File: src/rtl/uart_word_rx_fifo.sv
// uart_word_rx_fifo
//   UART (8N1) receive front-end. Deserialises the serial line, packs bytes
//   into WORD_SIZE-bit words (byte order chosen per word by msb_first),
//   flushes a zero-padded partial word after TIMEOUT_BITS idle bit periods,
//   and buffers {partial, word} entries in a show-ahead FIFO.
//
// Ports:
//   clock        rising-edge clock
//   reset        asynchronous active-high reset
//   sig          serial line, idle high (synchronised internally)
//   msb_first    byte order for the next word (0: first byte in [7:0])
//   read_req     pop the head word (ignored while empty)
//   clear_flags  clear the sticky overflow flag
//   data_out     head word, 0 when empty
//   partial_out  head word came from a timeout flush
//   full/empty   FIFO occupancy flags
//   level        current word count
//   overflow     sticky: a word was dropped because the FIFO was full
//   frame_err    one-cycle pulse when a stop bit is sampled low
module uart_word_rx_fifo #(
    parameter int unsigned WORD_SIZE    = 32,
    parameter int unsigned DEPTH        = 64,
    parameter int unsigned CLK_FREQ     = 200_000_000,
    parameter int unsigned BAUD         = 115200,
    parameter int unsigned TIMEOUT_BITS = 32
) (
    input  logic                     clock,
    input  logic                     reset,
    input  logic                     sig,
    input  logic                     msb_first,
    input  logic                     read_req,
    input  logic                     clear_flags,
    output logic [WORD_SIZE-1:0]     data_out,
    output logic                     partial_out,
    output logic                     full,
    output logic                     empty,
    output logic [$clog2(DEPTH):0]   level,
    output logic                     overflow,
    output logic                     frame_err
);

    localparam int unsigned CLKS_PER_BIT = CLK_FREQ / BAUD;
    localparam int unsigned HALF_BIT     = CLKS_PER_BIT / 2;
    localparam int unsigned BYTES        = WORD_SIZE / 8;
    localparam int unsigned TIMEOUT_CLKS = TIMEOUT_BITS * CLKS_PER_BIT;
    localparam int unsigned CNT_W        = $clog2(CLKS_PER_BIT);
    localparam int unsigned BC_W         = (BYTES > 1) ? $clog2(BYTES) : 1;
    localparam int unsigned AW           = $clog2(DEPTH);
    localparam int unsigned CW           = AW + 1;

    // ------------------------------------------------------------------
    // Line synchroniser (resets to idle-high so reset never looks like a start bit)
    // ------------------------------------------------------------------
    logic sig_meta;
    logic sig_sync;

    always_ff @(posedge clock or posedge reset) begin
        if (reset) begin
            sig_meta <= 1'b1;
            sig_sync <= 1'b1;
        end else begin
            sig_meta <= sig;
            sig_sync <= sig_meta;
        end
    end

    // ------------------------------------------------------------------
    // Receiver FSM
    // ------------------------------------------------------------------
    typedef enum logic [2:0] {
        RX_IDLE,
        RX_START,
        RX_DATA,
        RX_STOP,
        RX_BREAK
    } rx_state_t;

    rx_state_t        rx_state, rx_state_nx;
    logic [CNT_W-1:0] bit_cnt,  bit_cnt_nx;
    logic [2:0]       bit_idx,  bit_idx_nx;
    logic [7:0]       rx_shift, rx_shift_nx;
    logic             byte_stb, byte_stb_nx;
    logic             frame_err_nx;

    always_ff @(posedge clock or posedge reset) begin
        if (reset) begin
            rx_state  <= RX_IDLE;
            bit_cnt   <= '0;
            bit_idx   <= '0;
            rx_shift  <= '0;
            byte_stb  <= 1'b0;
            frame_err <= 1'b0;
        end else begin
            rx_state  <= rx_state_nx;
            bit_cnt   <= bit_cnt_nx;
            bit_idx   <= bit_idx_nx;
            rx_shift  <= rx_shift_nx;
            byte_stb  <= byte_stb_nx;
            frame_err <= frame_err_nx;
        end
    end

    always_comb begin
        rx_state_nx  = rx_state;
        bit_cnt_nx   = bit_cnt;
        bit_idx_nx   = bit_idx;
        rx_shift_nx  = rx_shift;
        byte_stb_nx  = 1'b0;
        frame_err_nx = 1'b0;
        unique case (rx_state)
            RX_IDLE: begin
                if (!sig_sync) begin
                    rx_state_nx = RX_START;
                    bit_cnt_nx  = '0;
                end
            end
            RX_START: begin
                // Mid-start-bit resample rejects short glitches.
                if (bit_cnt == CNT_W'(HALF_BIT - 1)) begin
                    bit_cnt_nx  = '0;
                    bit_idx_nx  = '0;
                    rx_state_nx = sig_sync ? RX_IDLE : RX_DATA;
                end else begin
                    bit_cnt_nx = bit_cnt + CNT_W'(1);
                end
            end
            RX_DATA: begin
                if (bit_cnt == CNT_W'(CLKS_PER_BIT - 1)) begin
                    bit_cnt_nx  = '0;
                    rx_shift_nx = {sig_sync, rx_shift[7:1]};
                    bit_idx_nx  = bit_idx + 3'd1;
                    if (bit_idx == 3'd7) begin
                        rx_state_nx = RX_STOP;
                    end
                end else begin
                    bit_cnt_nx = bit_cnt + CNT_W'(1);
                end
            end
            RX_STOP: begin
                if (bit_cnt == CNT_W'(CLKS_PER_BIT - 1)) begin
                    bit_cnt_nx = '0;
                    if (sig_sync) begin
                        byte_stb_nx = 1'b1;
                        rx_state_nx = RX_IDLE;
                    end else begin
                        frame_err_nx = 1'b1;
                        rx_state_nx  = RX_BREAK;
                    end
                end else begin
                    bit_cnt_nx = bit_cnt + CNT_W'(1);
                end
            end
            RX_BREAK: begin
                if (sig_sync) begin
                    rx_state_nx = RX_IDLE;
                end
            end
            default: rx_state_nx = RX_IDLE;
        endcase
    end

    // ------------------------------------------------------------------
    // Word assembler with idle-timeout flush
    // ------------------------------------------------------------------
    logic [BC_W-1:0]      byte_cnt;
    logic [WORD_SIZE-1:0] word_buf;
    logic                 order_q;
    logic [31:0]          idle_cnt;
    logic                 push_valid;
    logic                 push_partial;
    logic [WORD_SIZE-1:0] push_word;

    logic                 first_byte;
    logic                 last_byte;
    logic                 order_eff;
    logic [BC_W-1:0]      slot;
    logic [WORD_SIZE-1:0] merged;
    logic                 timeout_hit;

    always_comb begin
        first_byte  = (byte_cnt == '0);
        last_byte   = (byte_cnt == BC_W'(BYTES - 1));
        // The order for byte 0 comes straight from the pin; later bytes use the latched copy.
        order_eff   = first_byte ? msb_first : order_q;
        slot        = order_eff ? (BC_W'(BYTES - 1) - byte_cnt) : byte_cnt;
        // Each word starts from zero so a flushed partial word is zero-padded.
        merged      = (first_byte ? '0 : word_buf) | (WORD_SIZE'(rx_shift) << {slot, 3'b000});
        timeout_hit = (TIMEOUT_BITS != 0) && !first_byte && (idle_cnt == TIMEOUT_CLKS - 1);
    end

    always_ff @(posedge clock or posedge reset) begin
        if (reset) begin
            byte_cnt     <= '0;
            word_buf     <= '0;
            order_q      <= 1'b0;
            idle_cnt     <= '0;
            push_valid   <= 1'b0;
            push_partial <= 1'b0;
            push_word    <= '0;
        end else begin
            push_valid   <= 1'b0;
            push_partial <= 1'b0;
            if (byte_stb) begin
                idle_cnt <= '0;
                if (first_byte) begin
                    order_q <= msb_first;
                end
                if (last_byte) begin
                    push_valid <= 1'b1;
                    push_word  <= merged;
                    byte_cnt   <= '0;
                end else begin
                    word_buf <= merged;
                    byte_cnt <= byte_cnt + BC_W'(1);
                end
            end else if (timeout_hit) begin
                push_valid   <= 1'b1;
                push_partial <= 1'b1;
                push_word    <= word_buf;
                byte_cnt     <= '0;
                idle_cnt     <= '0;
            end else if (!first_byte) begin
                idle_cnt <= idle_cnt + 32'd1;
            end
        end
    end

    // ------------------------------------------------------------------
    // Show-ahead FIFO of {partial, word}
    // ------------------------------------------------------------------
    logic [WORD_SIZE:0] mem [DEPTH];
    logic [AW-1:0]      wr_ptr;
    logic [AW-1:0]      rd_ptr;
    logic [CW-1:0]      count;
    logic               do_push;
    logic               do_pop;
    logic               reject;

    always_comb begin
        do_pop  = read_req && (count != '0);
        // A full FIFO still accepts a push when the head is popped in the same cycle.
        do_push = push_valid && ((count != CW'(DEPTH)) || read_req);
        reject  = push_valid && !do_push;
    end

    always_ff @(posedge clock) begin
        if (do_push) begin
            mem[wr_ptr] <= {push_partial, push_word};
        end
    end

    always_ff @(posedge clock or posedge reset) begin
        if (reset) begin
            wr_ptr   <= '0;
            rd_ptr   <= '0;
            count    <= '0;
            overflow <= 1'b0;
        end else begin
            if (do_push) begin
                wr_ptr <= wr_ptr + AW'(1);
            end
            if (do_pop) begin
                rd_ptr <= rd_ptr + AW'(1);
            end
            unique case ({do_push, do_pop})
                2'b10:   count <= count + CW'(1);
                2'b01:   count <= count - CW'(1);
                default: count <= count;
            endcase
            // A drop in the same cycle as clear_flags wins.
            if (reject) begin
                overflow <= 1'b1;
            end else if (clear_flags) begin
                overflow <= 1'b0;
            end
        end
    end

    assign level       = count;
    assign full        = (count == CW'(DEPTH));
    assign empty       = (count == '0);
    assign data_out    = empty ? '0 : mem[rd_ptr][WORD_SIZE-1:0];
    assign partial_out = !empty && mem[rd_ptr][WORD_SIZE];

endmodule

File: config.mk
export PLATFORM = sky130hd
export DESIGN_NAME = uart_word_rx_fifo
export DESIGN_NICKNAME = d
export VERILOG_FILES = /design/src/rtl/uart_word_rx_fifo.sv
export SDC_FILE = /design/constraint.sdc
export NUM_CORES = 2
export LEC_CHECK = 0
export BUFFER_PORTS_ARGS = -buffer_cell sky130_fd_sc_hd__buf_2
export CAP_MARGIN = 20
export CORE_AREA = 3 3 387 389
export DETAILED_ROUTE_END_ITERATION = 7
export DIE_AREA = 0 0 390 392
export PLACE_DENSITY = 0.83
export SKIP_CTS_REPAIR_TIMING = 1
export SLEW_MARGIN = 20
export SYNTH_ARGS = -nofsm -noshare
export SYNTH_HDL_FRONTEND = slang
export SYNTH_SLANG_ARGS = --single-unit
File: constraint.sdc
create_clock -name clock -period 12 [get_ports clock]
set_input_delay 1.8 -clock clock [delete_from_list [all_inputs] [get_ports clock]]
set_output_delay 1.8 -clock clock [all_outputs]
set_load 0.005 [all_outputs]
==> flow_metrics.env <==
export IMPL_status="completed"
export IMPL_viasPerCell=7.29
export IMPL_p_sw_share_pct=29.9
export IMPL_start_util_pct=59.6
export IMPL_grt_max_degree=112
export IMPL_cts_max_level=4
export IMPL_crit_path_top_delay_cell="buf_4"
export IMPL_io_pins=50
export IMPL_die_area_um2=153000
export IMPL_grt_setup_unrepaired="false"
export IMPL_synth_area_leaders="edfxtp_1, mux4_2, dfrtp_1, mux2i_1, a21oi_1"
export IMPL_cts_tree="done"
export IMPL_cp_data_arrival_time_ps=5380
export IMPL_peakVddDrop_mv=0.231
export IMPL_pwr_share_seq_pct=44.6
export IMPL_drt_total_wl_um=245000
export IMPL_grt_remaining_overflow=0
export IMPL_fin_tns_setup_ps=0
export IMPL_comb_power_share_pct=20.8
export IMPL_syn_instance_count=4348
export IMPL_cts_root_buffer="clkbuf_16"
export IMPL_layout_drive_gt1_share_pct=22.0
export IMPL_place_inst=6187
export IMPL_power_density_nw_per_um2=200
export IMPL_grt_use_total_pct=32.1
export IMPL_dpl_cell_area_um2=90600
export IMPL_cp_top_family="buffers and inverters"
export IMPL_synth_top_family_by_area="multiplexers"
export IMPL_port_buffers=49
export IMPL_synthSimpleGateAreaFrac_pct=2.41
export IMPL_grt_pass1_wl_um=347000
export IMPL_critical_path_class="reg2out"
export IMPL_area_delta_synth_final_pct=11.4
export IMPL_die_x_um=390
export IMPL_slew_headroom_pct=22.5
export IMPL_drt_iter0_drc=8735
export IMPL_max_cap_violations=0
export IMPL_synthMuxAreaShare_pct=14.2
export IMPL_drt_pass1_iter_count=7
export IMPL_synth_compound_area_share_pct=4.73
export IMPL_avgSynthCellArea_um2=20.2
export IMPL_cp_num_buf_inv=3
export IMPL_die_h_um=392
export IMPL_slew_violations=0
export IMPL_startpoint_type="register"
export IMPL_path_cells="buf_12 -> buf_4 -> mux4_2 -> mux2i_1 -> o21ai_0 -> a21oi_1 -> o22ai_1 -> buf_2"
export IMPL_p_sw_w=0.00584
export IMPL_max_freq_mhz=139
export IMPL_synthDistinctLibCells=67
export IMPL_antenna_found_initial=12
export IMPL_worstMarginPinSlew_ps=1160
export IMPL_crit_required_ps=10200
export IMPL_syn_area_um2=87600
export IMPL_ant_nets=0
export IMPL_clk_latency_ps=840
export IMPL_synthAdderAreaFrac_pct=0.157
export IMPL_rows=141
export IMPL_final_cells=6577
export IMPL_stdcell_area_um2=97600
export IMPL_synth_ff_type="edfxtp_1"
export IMPL_hp_class="reg2reg"
export IMPL_internal_power_w=0.0137
export IMPL_core_um2=147000
export IMPL_route_detailed_drc=0
export IMPL_wl_per_cell_um=37.2
export IMPL_synth_commonest_cells="edfxtp_1, mux4_2, mux2i_1"
export IMPL_synth_edf_count=2112
export IMPL_synth_xor_xnor_area_share_pct=0.410
export IMPL_synth_top_area_cell="edfxtp_1"
export IMPL_gp_congestion=0.820
export IMPL_nets=4485
export IMPL_clkTransAtPathRegs_ps=60
export IMPL_max_clock_path_buffers=3
export IMPL_clkSinkCount=2262
export IMPL_synth_seq_cells=2262
export IMPL_via_count=47900
export IMPL_p_leak_nw=24.2
export IMPL_finalWorstPathRequiredPeriod_ps=7180
export IMPL_yosysWarnings=0
export IMPL_finClkSkew_ps=42.4
export IMPL_yosysSeqAreaShare_pct=76.7
export IMPL_fin_hold_ws_ps=362
export IMPL_synth_fp_nets=4365
export IMPL_pwr_share_clk_pct=34.6
export IMPL_crit_fanout=105
export IMPL_first_global_vias=48700
export IMPL_cts_buffers=209
export IMPL_finalSetupViolCount=0
export IMPL_hold_violations=0
export IMPL_synth_most_common_cell="edfxtp_1"
export IMPL_fin_crit_sh_pct=59.8
export IMPL_synth_top_area_share_pct=72.4
export IMPL_cp_slowest_stage_delay_ps=910
export IMPL_dp_hpwl_um=122000
export IMPL_async_flop_share_pct=6.63
export IMPL_cp_end_kind="output port"
cell families after synthesis:
family / after synthesis
DFF: 2262
muxes: 721
adders and majority gates: 11
and+or+nand+nor: 444
buffers and inverters: 269
AOI/OAI and AO/OA: 600
xor gates and xnor gates: 41
worst paths after layout:
check                           startpoint            end  slack, ps  cells past startpoint
min in group asynchronous            reset      frame_err       1070                      2
worst min register to register    sig_meta       sig_sync        360                      0
worst max-delay path             rd_ptr[0]   data_out[25]       4820                      8
max in group asynchronous            reset  push_word[21]       9340                      3
worst max register to register    level[4]     mem[24][3]       7410                      7
worst min-delay path              sig_meta       sig_sync        360                      0
sequential cells by signal, indices dropped and copies added (netlist names), 2 cells and up:
register   count
rd_ptr         6
bit_cnt       11
mem         2112
rx_shift       8
rx_state       3
word_buf      32
bit_idx        3
idle_cnt      32
level          7
wr_ptr         6
push_word     32
byte_cnt       2
final cells by class:
cell class / instances / area [um^2]
Tap cell: 1930 / 2410
Clock buffer: 247 / 5420
Clock inverter: 133 / 1480
Timing Repair Buffer: 163 / 1170
Inverter: 15 / 66.3
Multi-Input combinational cell: 1817 / 19800
Sequential cell: 2262 / 67300
Fill cell: 8624 / 49500
Antenna cell: 10 / 25.0
through the flow:
step                utilization, %  worst slack, ps  power [W]
floorplan                        -             6170     0.0113
global placement              61.6             5660     0.0127
detailed placement            61.6             5710     0.0127
CTS                           66.3             4730     0.0194
global route                  66.3             4680     0.0199
finish                        66.4             4820     0.0195
cells in the final DEF, fill, tap and decap left out, types with 32 or more instances in the layout:
cell	count
a22oi_1	61
mux4_2	417
o22ai_1	84
dfrtp_1	110
a211oi_1	48
mux2i_1	288
a22o_1	53
edfxtp_1	2112
nand3_1	33
clkbuf_1	33
clkinv_2	32
clkbuf_16	209
o221ai_1	42
nor2_1	85
buf_2	49
clkinv_1	54
buf_4	108
nand2_1	126
a21oi_1	139
o21ai_0	59
nor2_4	68
power by group through the flow:
stage,clock network [W],registers (W),logic (W)
after floorplan,0,0.00871,0.00258
after global placement,0,0.00886,0.00385
after detailed placement,0,0.00887,0.00387
after CTS,0.00676,0.00870,0.00394
after global routing,0.00704,0.00870,0.00414
final,0.00675,0.00871,0.00407
routing by layer:
metal / wire length [um] / global-route usage, %
met5: 72 / 0
met4: 16600 / 17.9
met3: 36800 / 10.2
met2: 114000 / 49.7
met1: 77400 / 40.8
No activity file was read; power rests on OpenSTA's default activity.
